[config.mk]
export PLATFORM = sky130hd
export DESIGN_NAME = mem_burst_master
export DESIGN_NICKNAME = d
export VERILOG_FILES = /design/src/rtl/mem_if_pkg.sv /design/src/rtl/mem_beat_counter.sv /design/src/rtl/mem_burst_master.sv
export SDC_FILE = /design/constraint.sdc
export NUM_CORES = 1
export LEC_CHECK = 0
export ABC_AREA = 0
export CAP_MARGIN = 10
export CORE_ASPECT_RATIO = 1.4
export CORE_MARGIN = 8
export CORE_UTILIZATION = 30
export DETAILED_ROUTE_END_ITERATION = 12
export SYNTH_ARGS = -nofsm -noshare
export SYNTH_HDL_FRONTEND = slang
export SYNTH_SLANG_ARGS = --single-unit
[constraint.sdc]
create_clock -name clk -period 1.9 [get_ports clk]
set_input_delay 0.475 -clock clk [delete_from_list [all_inputs] [get_ports clk]]
set_output_delay 0.475 -clock clk [all_outputs]
set_load 0.1 [all_outputs]
[src/rtl/mem_if_pkg.sv]
// Shared constants for the L1-to-main-memory burst path: memory geometry,
// request op encodings and burst master state codes.
package mem_if_pkg;

  localparam int MEM_ADDR_W      = 9;
  localparam int MEM_DATA_W      = 16;
  localparam int MEM_BLOCK_WORDS = 2;

  localparam logic [1:0] OP_FILL    = 2'd0;
  localparam logic [1:0] OP_WB      = 2'd1;
  localparam logic [1:0] OP_WB_FILL = 2'd2;
  localparam logic [1:0] OP_ILLEGAL = 2'd3;

  localparam logic [1:0] ST_IDLE  = 2'd0;
  localparam logic [1:0] ST_WRITE = 2'd1;
  localparam logic [1:0] ST_READ  = 2'd2;
  localparam logic [1:0] ST_DONE  = 2'd3;

endpackage

[src/rtl/mem_beat_counter.sv]
// Word-offset counter within a block. Clear wins over enable; last is high
// on the final beat. This works because the block size is a power of two.
module mem_beat_counter #(
  parameter int WIDTH = 1
) (
  input  logic             clk,
  input  logic             rst_n,
  input  logic             clr,
  input  logic             en,
  output logic [WIDTH-1:0] cnt,
  output logic             last
);

  always_ff @(posedge clk or negedge rst_n) begin
    if (!rst_n) begin
      cnt <= '0;
    end else if (clr) begin
      cnt <= '0;
    end else if (en) begin
      cnt <= cnt + 1'b1;
    end
  end

  assign last = &cnt;

endmodule

[src/rtl/mem_burst_master.sv]
// Block-granular memory initiator for the L1 cache. It sequences per-word
// writebacks and fills, and signals each request with one completion pulse.
module mem_burst_master
  import mem_if_pkg::*;
#(
  parameter int ADDR_W      = MEM_ADDR_W,
  parameter int DATA_W      = MEM_DATA_W,
  parameter int BLOCK_WORDS = MEM_BLOCK_WORDS
) (
  input  logic                          clk,
  input  logic                          rst_n,
  input  logic                          req_valid,
  output logic                          req_ready,
  input  logic [1:0]                    req_op,
  input  logic [ADDR_W-1:0]             req_fill_addr,
  input  logic [ADDR_W-1:0]             req_wb_addr,
  input  logic [DATA_W*BLOCK_WORDS-1:0] req_wb_block,
  output logic                          resp_done,
  output logic                          resp_err,
  output logic [DATA_W*BLOCK_WORDS-1:0] fill_block,
  output logic                          busy,
  output logic [ADDR_W-1:0]             mem_addr_read,
  input  logic [DATA_W-1:0]             mem_readed,
  output logic                          mem_write,
  output logic [ADDR_W-1:0]             mem_addr_write,
  output logic [DATA_W-1:0]             mem_data_write
);

  localparam int OFF_W = $clog2(BLOCK_WORDS);
  localparam int TAG_W = ADDR_W - OFF_W;
  localparam int BLK_W = DATA_W * BLOCK_WORDS;

  logic [1:0]       state, state_nxt;
  logic [1:0]       op_q;
  logic [BLK_W-1:0] wb_block_q;
  logic [TAG_W-1:0] wb_tag_q, fill_tag_q;
  logic [OFF_W-1:0] idx;
  logic             last;
  logic             cnt_clr, cnt_en;
  logic             accept;
  logic             unused_offsets;

  // Handshake: a request transfers on the rising edge where req_valid and
  // req_ready are both high; req_ready is high only in IDLE, so the request
  // fields need to be stable only in that cycle.
  assign req_ready = (state == ST_IDLE);
  assign accept    = req_valid && req_ready;
  assign busy      = (state != ST_IDLE);

  // Only block-aligned bases are stored, so the word offset never reaches the tag.
  assign unused_offsets = ^{req_wb_addr[OFF_W-1:0], req_fill_addr[OFF_W-1:0]};

  mem_beat_counter #(.WIDTH(OFF_W)) u_beat (
    .clk  (clk),
    .rst_n(rst_n),
    .clr  (cnt_clr),
    .en   (cnt_en),
    .cnt  (idx),
    .last (last)
  );

  always_comb begin
    state_nxt = state;
    cnt_clr   = 1'b0;
    cnt_en    = 1'b0;
    case (state)
      ST_IDLE: begin
        if (req_valid) begin
          cnt_clr = 1'b1;
          case (req_op)
            OP_FILL:           state_nxt = ST_READ;
            OP_WB, OP_WB_FILL: state_nxt = ST_WRITE;
            default:           state_nxt = ST_DONE;
          endcase
        end
      end
      ST_WRITE: begin
        cnt_en = 1'b1;
        if (last) begin
          if (op_q == OP_WB_FILL) begin
            state_nxt = ST_READ;
            cnt_clr   = 1'b1;
          end else begin
            state_nxt = ST_DONE;
          end
        end
      end
      ST_READ: begin
        cnt_en = 1'b1;
        if (last) state_nxt = ST_DONE;
      end
      ST_DONE:  state_nxt = ST_IDLE;
      default:  state_nxt = ST_IDLE;
    endcase
  end

  always_ff @(posedge clk or negedge rst_n) begin
    if (!rst_n) begin
      state      <= ST_IDLE;
      op_q       <= '0;
      wb_block_q <= '0;
      wb_tag_q   <= '0;
      fill_tag_q <= '0;
    end else begin
      state <= state_nxt;
      if (accept) begin
        op_q       <= req_op;
        wb_block_q <= req_wb_block;
        wb_tag_q   <= req_wb_addr[ADDR_W-1:OFF_W];
        fill_tag_q <= req_fill_addr[ADDR_W-1:OFF_W];
      end
    end
  end

  // Fill data persists across writeback-only and illegal ops.
  always_ff @(posedge clk or negedge rst_n) begin
    if (!rst_n) begin
      fill_block <= '0;
    end else if (state == ST_READ) begin
      fill_block[int'(idx)*DATA_W +: DATA_W] <= mem_readed;
    end
  end

  assign mem_write      = (state == ST_WRITE);
  assign mem_addr_write = mem_write ? {wb_tag_q, idx} : '0;
  assign mem_data_write = mem_write ? wb_block_q[int'(idx)*DATA_W +: DATA_W] : '0;
  assign mem_addr_read  = (state == ST_READ) ? {fill_tag_q, idx} : '0;

  assign resp_done = (state == ST_DONE);
  assign resp_err  = resp_done && (op_q == OP_ILLEGAL);

endmodule

## Word level (Yosys, flattened, before mapping)

Index checks and enable logic that the tools add are counted.

- Register bits: 85
- Output and inout port bits: 71
- Word-level logic and storage cells: 48
- Input bits: 71

- Eq/ne operators: 10
- Reductions and logical operators: 9
- Add/subtract/negate cells: 2
- Mux-type cells: 17
- Shifts and indexed selects: 3

Operator list:

| operator | number |
|---|---|
| 5-bit negator with 33-bit output | 1 |
| 16-bit by 33-bit variable shift with 32-bit output, first input constant | 1 |
| 16-bit by 33-bit variable part select with 32-bit output | 1 |
| 32-bit bitwise mux | 1 |
| 32-bit by 6-bit variable part select with 16-bit output | 1 |
| 9-bit two-way mux | 2 |
| 16-bit two-way mux | 1 |
| 2-bit == test, second input constant | 5 |
| 2-bit case mux with 4 select lines | 1 |
| 1-bit two-way mux | 7 |
| 2-bit two-way mux | 3 |
| 2-bit by 1-bit == test with 1-bit output, second input constant | 2 |
| 2-bit logical NOT | 2 |
| 2-bit by 1-bit != test with 1-bit output, second input constant | 2 |
| 2-bit case mux with 2 select lines | 1 |
| 2-bit nonzero test | 2 |
| 2-bit OR reduction | 2 |
| 3-bit AND reduction | 1 |
| 1-bit logical AND | 2 |
| 2-bit != test, second input constant | 1 |
| 1-bit case mux with 2 select lines | 1 |
| 1-bit adder, second input constant | 1 |

## Depth between registers and ports, before layout

Gate-level depths: netlist of the first run.

- Word-level depth: 5
- Mapped depth: 6
- Mapped depth without buffers: 5

## Modules after synthesis

Synthesis of the first run repeated with hierarchy kept, for this count alone.

- Cell total of the unflattened synthesis: 264
- Area total of the unflattened synthesis: 3777.4 sq um

Modules (own cells, without submodules):

| module | cells each | instances | sequential area each (sq um) | area each (sq um) |
|---|---|---|---|---|
| mem_burst_master | 260 | 1 | 2102.0 | 3732.3 |
| mem_beat_counter | 4 | 1 | 25.0 | 45.0 |

## Worst setup path after synthesis of the first run

No wires, ideal clock.

- Path kind: register -> output
- From: register state[1]
- To: output mem_data_write[10]
- Path buffers: 2
- Stages on the path, launching flop included: 7
- Data required time: 1.425 ns
- Arrival time: 3.138 ns
- Slack: -1.713 ns
- Path through: dfrtp_1 > inv_1 > ha_1 > clkbuf_1 > inv_2 > buf_2 > nor2_1

- Word-level cells in the longest chain between the ends: 2

Ends and longest elaborated chain:

| item | line | RTL |
|---|---|---|
| start: declaration | mem_burst_master.sv:33 | `logic [1:0] state, state_nxt;` |
| start signal: assignment | mem_burst_master.sv:105 | `state <= state_nxt;` |
| 2-bit by 1-bit == test with 1-bit output | mem_burst_master.sv:124 | `assign mem_write = (state == ST_WRITE);` |
| net mem_write | mem_burst_master.sv:24 | `output logic mem_write,` |
| 16-bit two-way mux | mem_burst_master.sv:126 | `assign mem_data_write = mem_write ? wb_block_q[int'(idx)*DATA_W +: DATA_W] : '0;` |
| end: declaration | mem_burst_master.sv:26 | `output logic [DATA_W-1:0] mem_data_write` |

The timed path passes the listed nets, and every way through them passes these cells.

## Worst setup path in the final report of the first run

- From: register state[0]
- To: output mem_data_write[2]

- Word-level cells in the longest chain between the ends: 2

Ends and longest elaborated chain:

| item | line |
|---|---|
| 2-bit by 1-bit == test with 1-bit output | mem_burst_master.sv:124 |
| 16-bit two-way mux | mem_burst_master.sv:126 |

Every way passes these cells.

==> results of run 1 <==
==> cells in the mapped netlist <==
master	n	area, um2
sky130_fd_sc_hd__a211o_1	1	8.76
sky130_fd_sc_hd__a21boi_1	1	7.51
sky130_fd_sc_hd__a32o_1	1	10.0
sky130_fd_sc_hd__and2_1	17	106
sky130_fd_sc_hd__and3_1	1	6.26
sky130_fd_sc_hd__buf_2	1	5.00
sky130_fd_sc_hd__buf_4	2	15.0
sky130_fd_sc_hd__buf_6	9	101
sky130_fd_sc_hd__clkbuf_1	1	3.75
sky130_fd_sc_hd__dfrtp_1	85	2130
sky130_fd_sc_hd__ha_1	5	62.6
sky130_fd_sc_hd__inv_1	7	26.3
sky130_fd_sc_hd__inv_2	1	3.75
sky130_fd_sc_hd__mux2_1	20	225
sky130_fd_sc_hd__mux2_2	10	113
sky130_fd_sc_hd__mux2_4	50	751
sky130_fd_sc_hd__mux2i_1	17	170
sky130_fd_sc_hd__nand2_1	2	7.51
sky130_fd_sc_hd__nand2_2	1	6.26
sky130_fd_sc_hd__nand2_4	1	11.3
sky130_fd_sc_hd__nand2b_1	3	18.8
sky130_fd_sc_hd__nor2_1	16	60.1
sky130_fd_sc_hd__nor2b_1	2	12.5
sky130_fd_sc_hd__o21ai_0	5	25.0
sky130_fd_sc_hd__o21bai_1	1	7.51
sky130_fd_sc_hd__o311ai_1	1	8.76
sky130_fd_sc_hd__or3b_1	1	8.76
==> final timing paths <==
kind / to / slack [ns] / depth (start not counted) / startpoint
worst max-delay path: mem_data_write[2] / -0.1 / 6 / state[0]$_DFFE_PN0P_
worst min-delay path: fill_block[8]$_DFFE_PN0P_ / 0.10 / 1 / rst_n
worst max register to register: state[1]$_DFFE_PN0P_ / 0.18 / 8 / state[0]$_DFFE_PN0P_
worst min register to register: fill_tag_q[0]$_DFFE_PN0P_ / 0.49 / 1 / fill_tag_q[0]$_DFFE_PN0P_
max in group asynchronous: state[1]$_DFFE_PN0P_ / 1.24 / 2 / rst_n
min in group clk: fill_tag_q[0]$_DFFE_PN0P_ / 0.49 / 1 / fill_tag_q[0]$_DFFE_PN0P_
==> routing by layer <==
metal | vias up | track usage [%] | part of all wire (%)
met4 | 0 | 4.06 | 0.80
met3 | 6 | 5.91 | 9.3
met1 | 1323 | 14.8 | 41
li1 | 1231 | - | -
met5 | - | 0 | 0
met2 | 106 | 21.5 | 49
==> worst max-delay path, delay by kind of cell (launching register included) <==
kind | cells | cell delay (ns)
adder cells (fa/ha/maj) | 1 | 0.17
AND/OR/NAND/NOR | 1 | 0.05
flip-flops | 1 | 0.41
buffers and inverters | 4 | 0.56
==> through the flow <==
step	setup TNS, ns	area (um2)	utilization (%)	std cells	setup WS (ns)
6_report	-2.39	7050	55.0	587	-0.0985
5_1_grt	-3.97	7050	55.0	587	-0.145
4_1_cts	-3.11	6950	54.2	584	-0.136
3_5_place_dp	0	6450	50.4	557	0.0277
3_3_place_gp	0	6450	50.4	557	0.0439
2_1_floorplan	-8.79	4130	-	262	-0.312
==> cell type report <==
| class | instances | area (um2) | share of cell area (%) |
|---|---|---|---|
| Timing Repair inverter | 1 | 16.3 | 0.231 |
| Clock inverter | 5 | 58.8 | 0.834 |
| Clock buffer | 11 | 253 | 3.59 |
| Tap cell | 153 | 191 | 2.72 |
| Timing Repair Buffer | 168 | 2450 | 34.8 |
| Inverter | 8 | 50.0 | 0.710 |
| Sequential cell | 85 | 2130 | 30.2 |
| Multi-Input combinational cell | 156 | 1900 | 26.9 |
==> cell usage in the layout (no fill, tap or decap), types with 2 or more instances in the layout <==
| cell | synthesis | final |
|---|---|---|
| sky130_fd_sc_hd__inv_1 | 7 | 4 |
| sky130_fd_sc_hd__o21ai_0 | 5 | 5 |
| sky130_fd_sc_hd__buf_4 | 2 | 14 |
| sky130_fd_sc_hd__mux2_2 | 10 | 10 |
| sky130_fd_sc_hd__mux2i_2 | 0 | 12 |
| sky130_fd_sc_hd__dfrtp_1 | 85 | 83 |
| sky130_fd_sc_hd__mux2_4 | 50 | 50 |
| sky130_fd_sc_hd__clkinvlp_4 | 0 | 3 |
| sky130_fd_sc_hd__clkbuf_8 | 0 | 2 |
| sky130_fd_sc_hd__nor2_4 | 0 | 16 |
| sky130_fd_sc_hd__nor2b_1 | 2 | 2 |
| sky130_fd_sc_hd__clkbuf_16 | 0 | 10 |
| sky130_fd_sc_hd__mux2i_1 | 17 | 4 |
| sky130_fd_sc_hd__nand2b_1 | 3 | 3 |
| sky130_fd_sc_hd__nand2_1 | 2 | 2 |
| sky130_fd_sc_hd__buf_6 | 9 | 8 |
| sky130_fd_sc_hd__inv_2 | 1 | 2 |
| sky130_fd_sc_hd__ha_4 | 0 | 3 |
| sky130_fd_sc_hd__nand2_4 | 1 | 2 |
| sky130_fd_sc_hd__and2_4 | 0 | 17 |
| sky130_fd_sc_hd__mux2_1 | 20 | 20 |
| sky130_fd_sc_hd__buf_12 | 0 | 78 |
| sky130_fd_sc_hd__clkdlybuf4s50_1 | 0 | 67 |
| sky130_fd_sc_hd__dfrtp_2 | 0 | 2 |
==> cell families (layout without fill, tap and decap cells) <==
logic type	Yosys count	count (layout)	synth area share (%)
AO/OA/AOI/OAI	10	10	1.73
adder cells (fa/ha/maj)	5	5	1.60
buffers and inverters	21	193	3.97
flip-flops	85	85	54.4
multiplexers	97	97	32.2
AND/OR/NAND/NOR	44	44	6.08
==> timing repair <==
item                       4_1_cts  5_1_grt
resized for setup               33       16
setup buffers                   10        2
pin swaps                        7        3
gates cloned                     1        1
setup endpoints to repair       35       37
==> flip-flops by register name (all words and copies together), names as in the netlist <==
signal,cells
state,2
fill_block,32
fill_tag_q,8
op_q,2
wb_tag_q,8
u_beat.cnt,1
wb_block_q,32
==> flow_metrics.py, run 1 <==
metrics = {
    "status": {
        "outcome": "finished, violations left",
        "failed_checks": "negative setup slack",
    },
    "routing": {
        "detail_route.wl_per_cell_um": 18.5,
        "post-route-drc-count": 0,
        "wl_um": 10900,
        "detail_route.iter0.violations": 41,
        "number_of_nets_still_failing_antenna_checks_after_routing": 0,
        "drt-vias-per-instance": 4.54,
        "firstDrtPassIters": 4,
        "dr_total_vias": 2666,
    },
    "global_route": {
        "first_global_vias": 3078,
        "grt_first_pass_wirelength_um": 17200,
        "grt_use_total_pct": 13.0,
        "global_route.overflow_total": 0,
        "grt_start_max_net_pins": 34,
        "number_of_antenna_violations_at_the_first_check_in_global_routing": 0,
    },
    "floorplanning": {
        "core_region_area_um2": 12800,
        "die_h_um": 151,
        "row_count": 49,
        "dieArea_um2": 17000,
        "die_w_um": 112,
        "initial_core_util_pct": 30.5,
        "top_level_ports": 142,
    },
    "critical_path": {
        "worstSetupEndpointType": "output port",
        "crit_slowest_cell": "sky130_fd_sc_hd__dfrtp_1",
        "slowest_delay_ns": 0.41,
        "cp.required_ns": 1.42,
        "crit_top_cell": "sky130_fd_sc_hd__buf_12",
        "worstPathCellList": "buf_6 > ha_4 > buf_12 > inv_16 > nor2_4 > buf_12",
        "timing.critical_path.fanout_max": 9,
        "setup.worst_path.class": "reg2out",
        "critPathLaunchType": "flip-flop",
        "crit_arrival_ns": 1.52,
    },
    "sta": {
        "finalSetupViolations": 36,
        "max_slew_margin_pct": 67.3,
        "layout_setup_ws_ns": -0.0985,
        "final.hold.worst_slack_ns": 0.101,
        "rsz_0062_raised_after_global_routing": "true",
        "clock-skew-final_ns": 0.00619,
        "report.final.slew_viol_count": 0,
        "timing.final.crit_period_ns": 2.00,
        "max_slew.worst_pin.slew_ns": 0.490,
        "period_share_pct": 105,
        "achievable-frequency_mhz": 500,
        "final_hold_viol_count": 0,
    },
    "clock_tree": {
        "cts_tree": "yes",
        "cts_htree_levels": 3,
        "clk_transition_reported_paths_ns": 0.06,
        "clock_tree.root_cell": "sky130_fd_sc_hd__clkbuf_16",
        "clk_latency_ns": 0.33,
        "max-clock-path-buffers": 2,
        "cts_buffers": 9,
        "clock-sinks": 85,
        "hold_buffers": 0,
    },
    "synthesis": {
        "synthesis.nets": 338,
        "syn_inst": 262,
        "synth.yosys.seq_area_share_pct": 54.4,
        "synth-warning-count": 0,
        "mappedNetlistArea_um2": 3910,
        "synth.avg_cell_area_um2": 14.9,
        "ys_ff_latch": 85,
        "netlist-cell-type-count": 27,
    },
    "cells_and_area": {
        "num-nets-final": 505,
        "drive_above_1_share_pct": 54.6,
        "fillerInstances": 1037,
        "flow.area_growth_from_synthesis_pct": 80.3,
        "antenna_diode_count": 0,
    },
    "placed_design": {
        "global_placement_routability_congestion": 0.714,
        "dpl.hpwl_um": 8000,
        "port_buffers": 139,
    },
    "worst_hold_path": {
        "holdCritPathClass": "in2async",
    },
    "job": {
        "drv_cap": 0,
    },
}
Power of run 1 is not shown: default switching activity piles up to over one toggle a cycle in this logic, so the estimate is an artifact.
==> run 2: changes to the inputs <==
- CELL_PAD_IN_SITES_DETAIL_PLACEMENT: unset -> 1
- CELL_PAD_IN_SITES_GLOBAL_PLACEMENT: unset -> 2
- CORE_UTILIZATION: 30 -> 29
- PLACE_DENSITY_LB_ADDON: unset -> 0.1
==> run 2 against run 1 <==
Net effect: the flow still finishes with violations (negative setup slack); final area fell by 2.1%; critical endpoint is now mem_addr_write[8]; maximum frequency fell by 2.1%; clock-buffer cell count fell by 2; cell count rose by 3.6%; critical path type unchanged; hold slack got worse by 0.070 ns; non-clock buffer count fell by 8; core utilization fell by 3.0 points; via count rose by 0.56%; die area rose by 3.0%.
==> flow_metrics.py, run 2 (same netlist as run 1, synthesis figures left out) <==
metrics = {
    "cells_and_area": {
        "antenna_diode_count": 0,
        "drive_above_1_share_pct": 50.5,
        "layout_top_registers": "fill_block: 32 flops, wb_block_q: 32 flops",
        "fillerInstances": 1284,
        "num-nets-final": 497,
        "sequential_cell_area_um2": 2130,
        "flow.area_growth_from_synthesis_pct": 76.5,
        "mostFrequentLayoutCell": "sky130_fd_sc_hd__dfrtp_1",
        "mostFrequentLayoutCells": "sky130_fd_sc_hd__dfrtp_1 (84), sky130_fd_sc_hd__buf_12 (76), sky130_fd_sc_hd__clkdlybuf4s50_1 (67)",
        "layout.cells.non_filler": 608,
        "multiInputGateArea_um2": 1840,
    },
    "global_route": {
        "grt.met1_usage_pct": 15.6,
        "grt_use_met2_pct": 22.7,
        "first_global_vias": 3171,
        "global_route.usage.met3_pct": 4.57,
        "grt_use_total_pct": 13.5,
        "grt.busiest_layer": "met2",
        "grt_start_max_net_pins": 47,
        "global_route.overflow_total": 0,
        "number_of_antenna_violations_at_the_first_check_in_global_routing": 0,
        "grt_first_pass_wirelength_um": 18300,
    },
    "sta": {
        "clock-skew-final_ns": 0.00806,
        "period_share_pct": 107,
        "layout_setup_ws_ns": -0.140,
        "max_slew.worst_pin.slew_ns": 0.332,
        "final_hold_viol_count": 0,
        "rsz_0062_raised_after_global_routing": "true",
        "achievable-frequency_mhz": 490,
        "max_slew_margin_pct": 77.9,
        "report.final.slew_viol_count": 0,
        "timing.final.crit_period_ns": 2.04,
        "finalSetupViolations": 33,
    },
    "routing": {
        "detail_route.wl_per_cell_um": 18.1,
        "drt-vias-per-instance": 4.41,
        "dr_total_vias": 2681,
        "wl_um": 11000,
        "number_of_nets_still_failing_antenna_checks_after_routing": 0,
        "post-route-drc-count": 0,
        "firstDrtPassIters": 3,
        "detail_route.iter0.violations": 46,
    },
    "critical_path": {
        "critPathLaunchType": "flip-flop",
        "cp.required_ns": 1.42,
        "r2r-start": "state[0]$_DFFE_PN0P_",
        "worstSetupEndpointType": "output port",
        "setup.worst_path.class": "reg2out",
        "reg2reg_slack_ns": 0.17,
        "crit_arrival_ns": 1.57,
        "slowest_delay_ns": 0.39,
        "reg2reg_depth": 8,
        "worstPathCellList": "buf_4 > ha_4 > buf_12 > and2_2 > buf_12",
        "timing.critical_path.fanout_max": 3,
        "crit_top_cell": "sky130_fd_sc_hd__buf_12",
        "crit_slowest_cell": "sky130_fd_sc_hd__dfrtp_1",
        "reg2reg_to": "state[1]$_DFFE_PN0P_",
    },
    "clock_tree": {
        "cts_buffers": 9,
        "clk_latency_ns": 0.33,
        "max-clock-path-buffers": 2,
        "clock_tree.root_cell": "sky130_fd_sc_hd__clkbuf_16",
        "cts_htree_levels": 3,
        "clock-sinks": 85,
        "cts_tree": "yes",
        "clk_transition_reported_paths_ns": 0.07,
        "hold_buffers": 0,
    },
    "floorplanning": {
        "dieArea_um2": 17500,
        "core_region_area_um2": 13300,
        "top_level_ports": 142,
        "die_h_um": 153,
        "die_w_um": 114,
        "initial_core_util_pct": 29.5,
        "row_count": 50,
    },
    "placed_design": {
        "dpl.hpwl_um": 8250,
        "global_placement_routability_congestion": 0.722,
        "port_buffers": 139,
        "post-place-ws_ns": -0.0281,
        "dpl.cell_count": 584,
    },
    "job": {
        "drv_cap": 0,
    },
    "worst_hold_path": {
        "holdCritPathClass": "in2async",
    },
    "status": {
        "outcome": "finished, violations left",
        "failed_checks": "negative setup slack",
    },
}
run 2: stage by stage:
step | setup TNS, ns | hold slack [ns] | utilization (%) | instance area [um2]
2_1_floorplan | -8.79 | 0.179 | - | 4130
3_3_place_gp | 0 | 0.397 | 48.6 | 6450
3_5_place_dp | -0.0699 | 0.402 | 48.6 | 6450
4_1_cts | -4.13 | 0.0289 | 51.9 | 6880
5_1_grt | -5.92 | 0.0351 | 52.0 | 6900
6_report | -3.54 | 0.0313 | 52.0 | 6900
run 2: how the worst max path moves through the flow:
stage | start | to | slack (ns) | depth (start not counted)
CTS | state[1]$_DFFE_PN0P_ | mem_data_write[2] | -0.15 | 6
floorplan | state[1]$_DFFE_PN0P_ | mem_data_write[10] | -0.31 | 6
global placement | state[0]$_DFFE_PN0P_ | mem_addr_read[7] | 0.005 | 5
finish | state[0]$_DFFE_PN0P_ | mem_addr_write[8] | -0.14 | 5
global route | state[1]$_DFFE_PN0P_ | mem_data_write[15] | -0.20 | 6
detailed placement | state[0]$_DFFE_PN0P_ | mem_addr_read[4] | -0.03 | 5
run 2: layer usage:
metal	share of wire, %	wire (um)	vias to the layer above
met4	1.1	119	0
li1	-	-	1212
met1	41	4560	1369
met3	7.0	772	7
met2	50	5550	93
met5	0	0	-
run 2: final cells by class:
class | count | share of cell area, %
repair inverters | 1 | 0.163
clock buffers | 9 | 3.26
inverters | 8 | 0.762
well taps | 182 | 3.30
multi-input cells | 156 | 26.6
repair buffers | 160 | 33.7
clock inverters | 7 | 1.40
flip-flops and latches | 85 | 30.8
run 2: repair_timing:
action / in CTS / in global routing
cloned: 1 / 0
gates resized for setup: 13 / 2
setup buffers: 6 / 1
endpoints found under the setup margin: 37 / 39
pin swaps: 1 / 1
run 2: worst max-delay path: cells and delay by family, from the launching register on:
kind | cells | cell delay [ns]
simple gates | 1 | 0.19
flops | 1 | 0.39
fa+ha+maj | 1 | 0.17
buf+inv | 3 | 0.48
Power of run 2 is left out for the same reason.
==> run 3: changes to the inputs <==
- RECOVER_POWER: unset -> 100
==> run 3 against run 2 <==
Net effect: the run still ends with negative setup slack left; maximum frequency is essentially flat; register-to-register slack got worse by 0.17 ns; first-iteration DRC count fell by 30%; cell count unchanged; flip-flop and latch count stayed put; setup slack improved by 0.0014 ns; global-route usage is the same; critical endpoint unchanged.
==> flow_metrics.py, run 3 (same netlist as run 1, synthesis figures left out) <==
metrics = {
    "routing": {
        "detail_route.iter0.violations": 32,
        "firstDrtPassIters": 4,
        "post-route-drc-count": 0,
        "detail_route.wl_per_cell_um": 18.2,
        "number_of_nets_still_failing_antenna_checks_after_routing": 0,
        "drt-vias-per-instance": 4.41,
        "wl_um": 11100,
        "dr_total_vias": 2682,
    },
    "critical_path": {
        "reg2reg_slack_ns": 0,
        "crit_slowest_cell": "sky130_fd_sc_hd__dfrtp_1",
        "timing.critical_path.fanout_max": 3,
        "crit_arrival_ns": 1.56,
        "cp.required_ns": 1.42,
        "slowest_delay_ns": 0.39,
        "crit_top_cell": "sky130_fd_sc_hd__buf_12",
        "worstPathCellList": "buf_4 > ha_4 > buf_12 > and2_2 > buf_12",
        "critPathLaunchType": "flip-flop",
        "setup.worst_path.class": "reg2out",
        "worstSetupEndpointType": "output port",
    },
    "cells_and_area": {
        "mostFrequentLayoutCells": "sky130_fd_sc_hd__dfrtp_1 (84), sky130_fd_sc_hd__clkdlybuf4s50_1 (67), sky130_fd_sc_hd__buf_12 (43)",
        "design_area_um2": 6350,
        "drive_above_1_share_pct": 47.9,
        "num-nets-final": 497,
        "post-route-util_pct": 47.9,
        "layout_top_registers": "fill_block: 32 flops, wb_block_q: 32 flops",
        "flow.area_growth_from_synthesis_pct": 62.5,
        "antenna_diode_count": 0,
        "mostFrequentLayoutCell": "sky130_fd_sc_hd__dfrtp_1",
    },
    "sta": {
        "timing.final.crit_period_ns": 2.04,
        "final_hold_viol_count": 0,
        "layout_setup_ws_ns": -0.139,
        "achievable-frequency_mhz": 490,
        "rsz_0062_raised_after_global_routing": "true",
        "clock-skew-final_ns": 0.00794,
        "period_share_pct": 107,
        "finalSetupViolations": 33,
        "tns_ns": -3.52,
        "max_slew_margin_pct": 13.5,
        "max_slew.worst_pin.slew_ns": 1.30,
        "report.final.slew_viol_count": 0,
    },
    "clock_tree": {
        "hold_buffers": 0,
        "clock-sinks": 85,
        "cts_buffers": 9,
        "cts_tree": "yes",
        "clk_latency_ns": 0.33,
        "max-clock-path-buffers": 2,
        "clk_transition_reported_paths_ns": 0.07,
        "clock_tree.root_cell": "sky130_fd_sc_hd__clkbuf_16",
        "cts_htree_levels": 3,
    },
    "floorplanning": {
        "top_level_ports": 142,
        "core_region_area_um2": 13300,
        "initial_core_util_pct": 29.5,
        "die_w_um": 114,
        "row_count": 50,
        "die_h_um": 153,
        "dieArea_um2": 17500,
    },
    "placed_design": {
        "port_buffers": 139,
        "post-place-ws_ns": -0.0281,
        "global_placement_routability_congestion": 0.722,
        "dpl.hpwl_um": 8250,
        "placed_area_um2": 6450,
    },
    "status": {
        "outcome": "finished, violations left",
        "failed_checks": "negative setup slack",
    },
    "global_route": {
        "global_route.overflow_total": 0,
        "grt_use_total_pct": 13.5,
        "number_of_antenna_violations_at_the_first_check_in_global_routing": 0,
        "grt_start_max_net_pins": 47,
        "first_global_vias": 3171,
        "grt_first_pass_wirelength_um": 18300,
    },
    "job": {
        "drv_cap": 0,
    },
    "worst_hold_path": {
        "holdCritPathClass": "in2async",
    },
}
-- run 3: cell types whose count changed in the layout (fill, tap and decap cells not counted), sizes merged --
cell / delta
clkbuf: +37
buf: -37
-- run 3: worst max-delay path, delay by kind of cell (launching register included) --
family                   cells  cell delay, ns
buffers and inverters        3            0.48
flip-flops                   1            0.39
AND/OR/NAND/NOR              1            0.19
adder cells (fa/ha/maj)      1            0.17
-- run 3: cell type report --
type	count	area, um2
Sequential cell	85	2130
Inverter	8	52.6
Clock inverter	7	96.3
Clock buffer	9	225
Tap cell	182	228
Timing Repair Buffer	160	1810
Multi-Input combinational cell	156	1800
Timing Repair inverter	1	11.3
Fill cell	1352	6910
-- run 3: per-layer routing --
layer  share of wire (%)  GRT usage [%]  up-vias
met1                  42           15.6     1371
met3                 6.9           4.57        7
met4                 1.1           4.39        0
met2                  50           22.7       93
met5                   0              0        -
li1                    -              -     1211
-- run 3: path summary, 6_finish.rpt --
path,startpoint,end,cells past startpoint
max,state[0]$_DFFE_PN0P_,mem_addr_write[8],5
max reg2reg,state[0]$_DFFE_PN0P_,wb_block_q[28]$_DFFE_PN0P_,5
max in group asynchronous,rst_n,state[1]$_DFFE_PN0P_,2
min,rst_n,fill_block[6]$_DFFE_PN0P_,1
min reg2reg,fill_block[0]$_DFFE_PN0P_,fill_block[0]$_DFFE_PN0P_,1
min in group clk,fill_block[0]$_DFFE_PN0P_,fill_block[0]$_DFFE_PN0P_,1
-- run 3: what timing repair did --
action	in CTS	in global routing
setup endpoints to repair	37	39
gates cloned	1	0
hold endpoints to repair	0	0
setup buffers	6	1
resized for setup	13	2
pin swaps	1	1
-- run 3: per-stage QoR --
step                      std cells  hold WS (ns)
after floorplan                 262         0.179
after global placement          584         0.397
after detailed placement        584         0.402
after CTS                       607        0.0289
after global routing            608         0.491
final                           608         0.403
Power of run 3 is left out for the same reason.
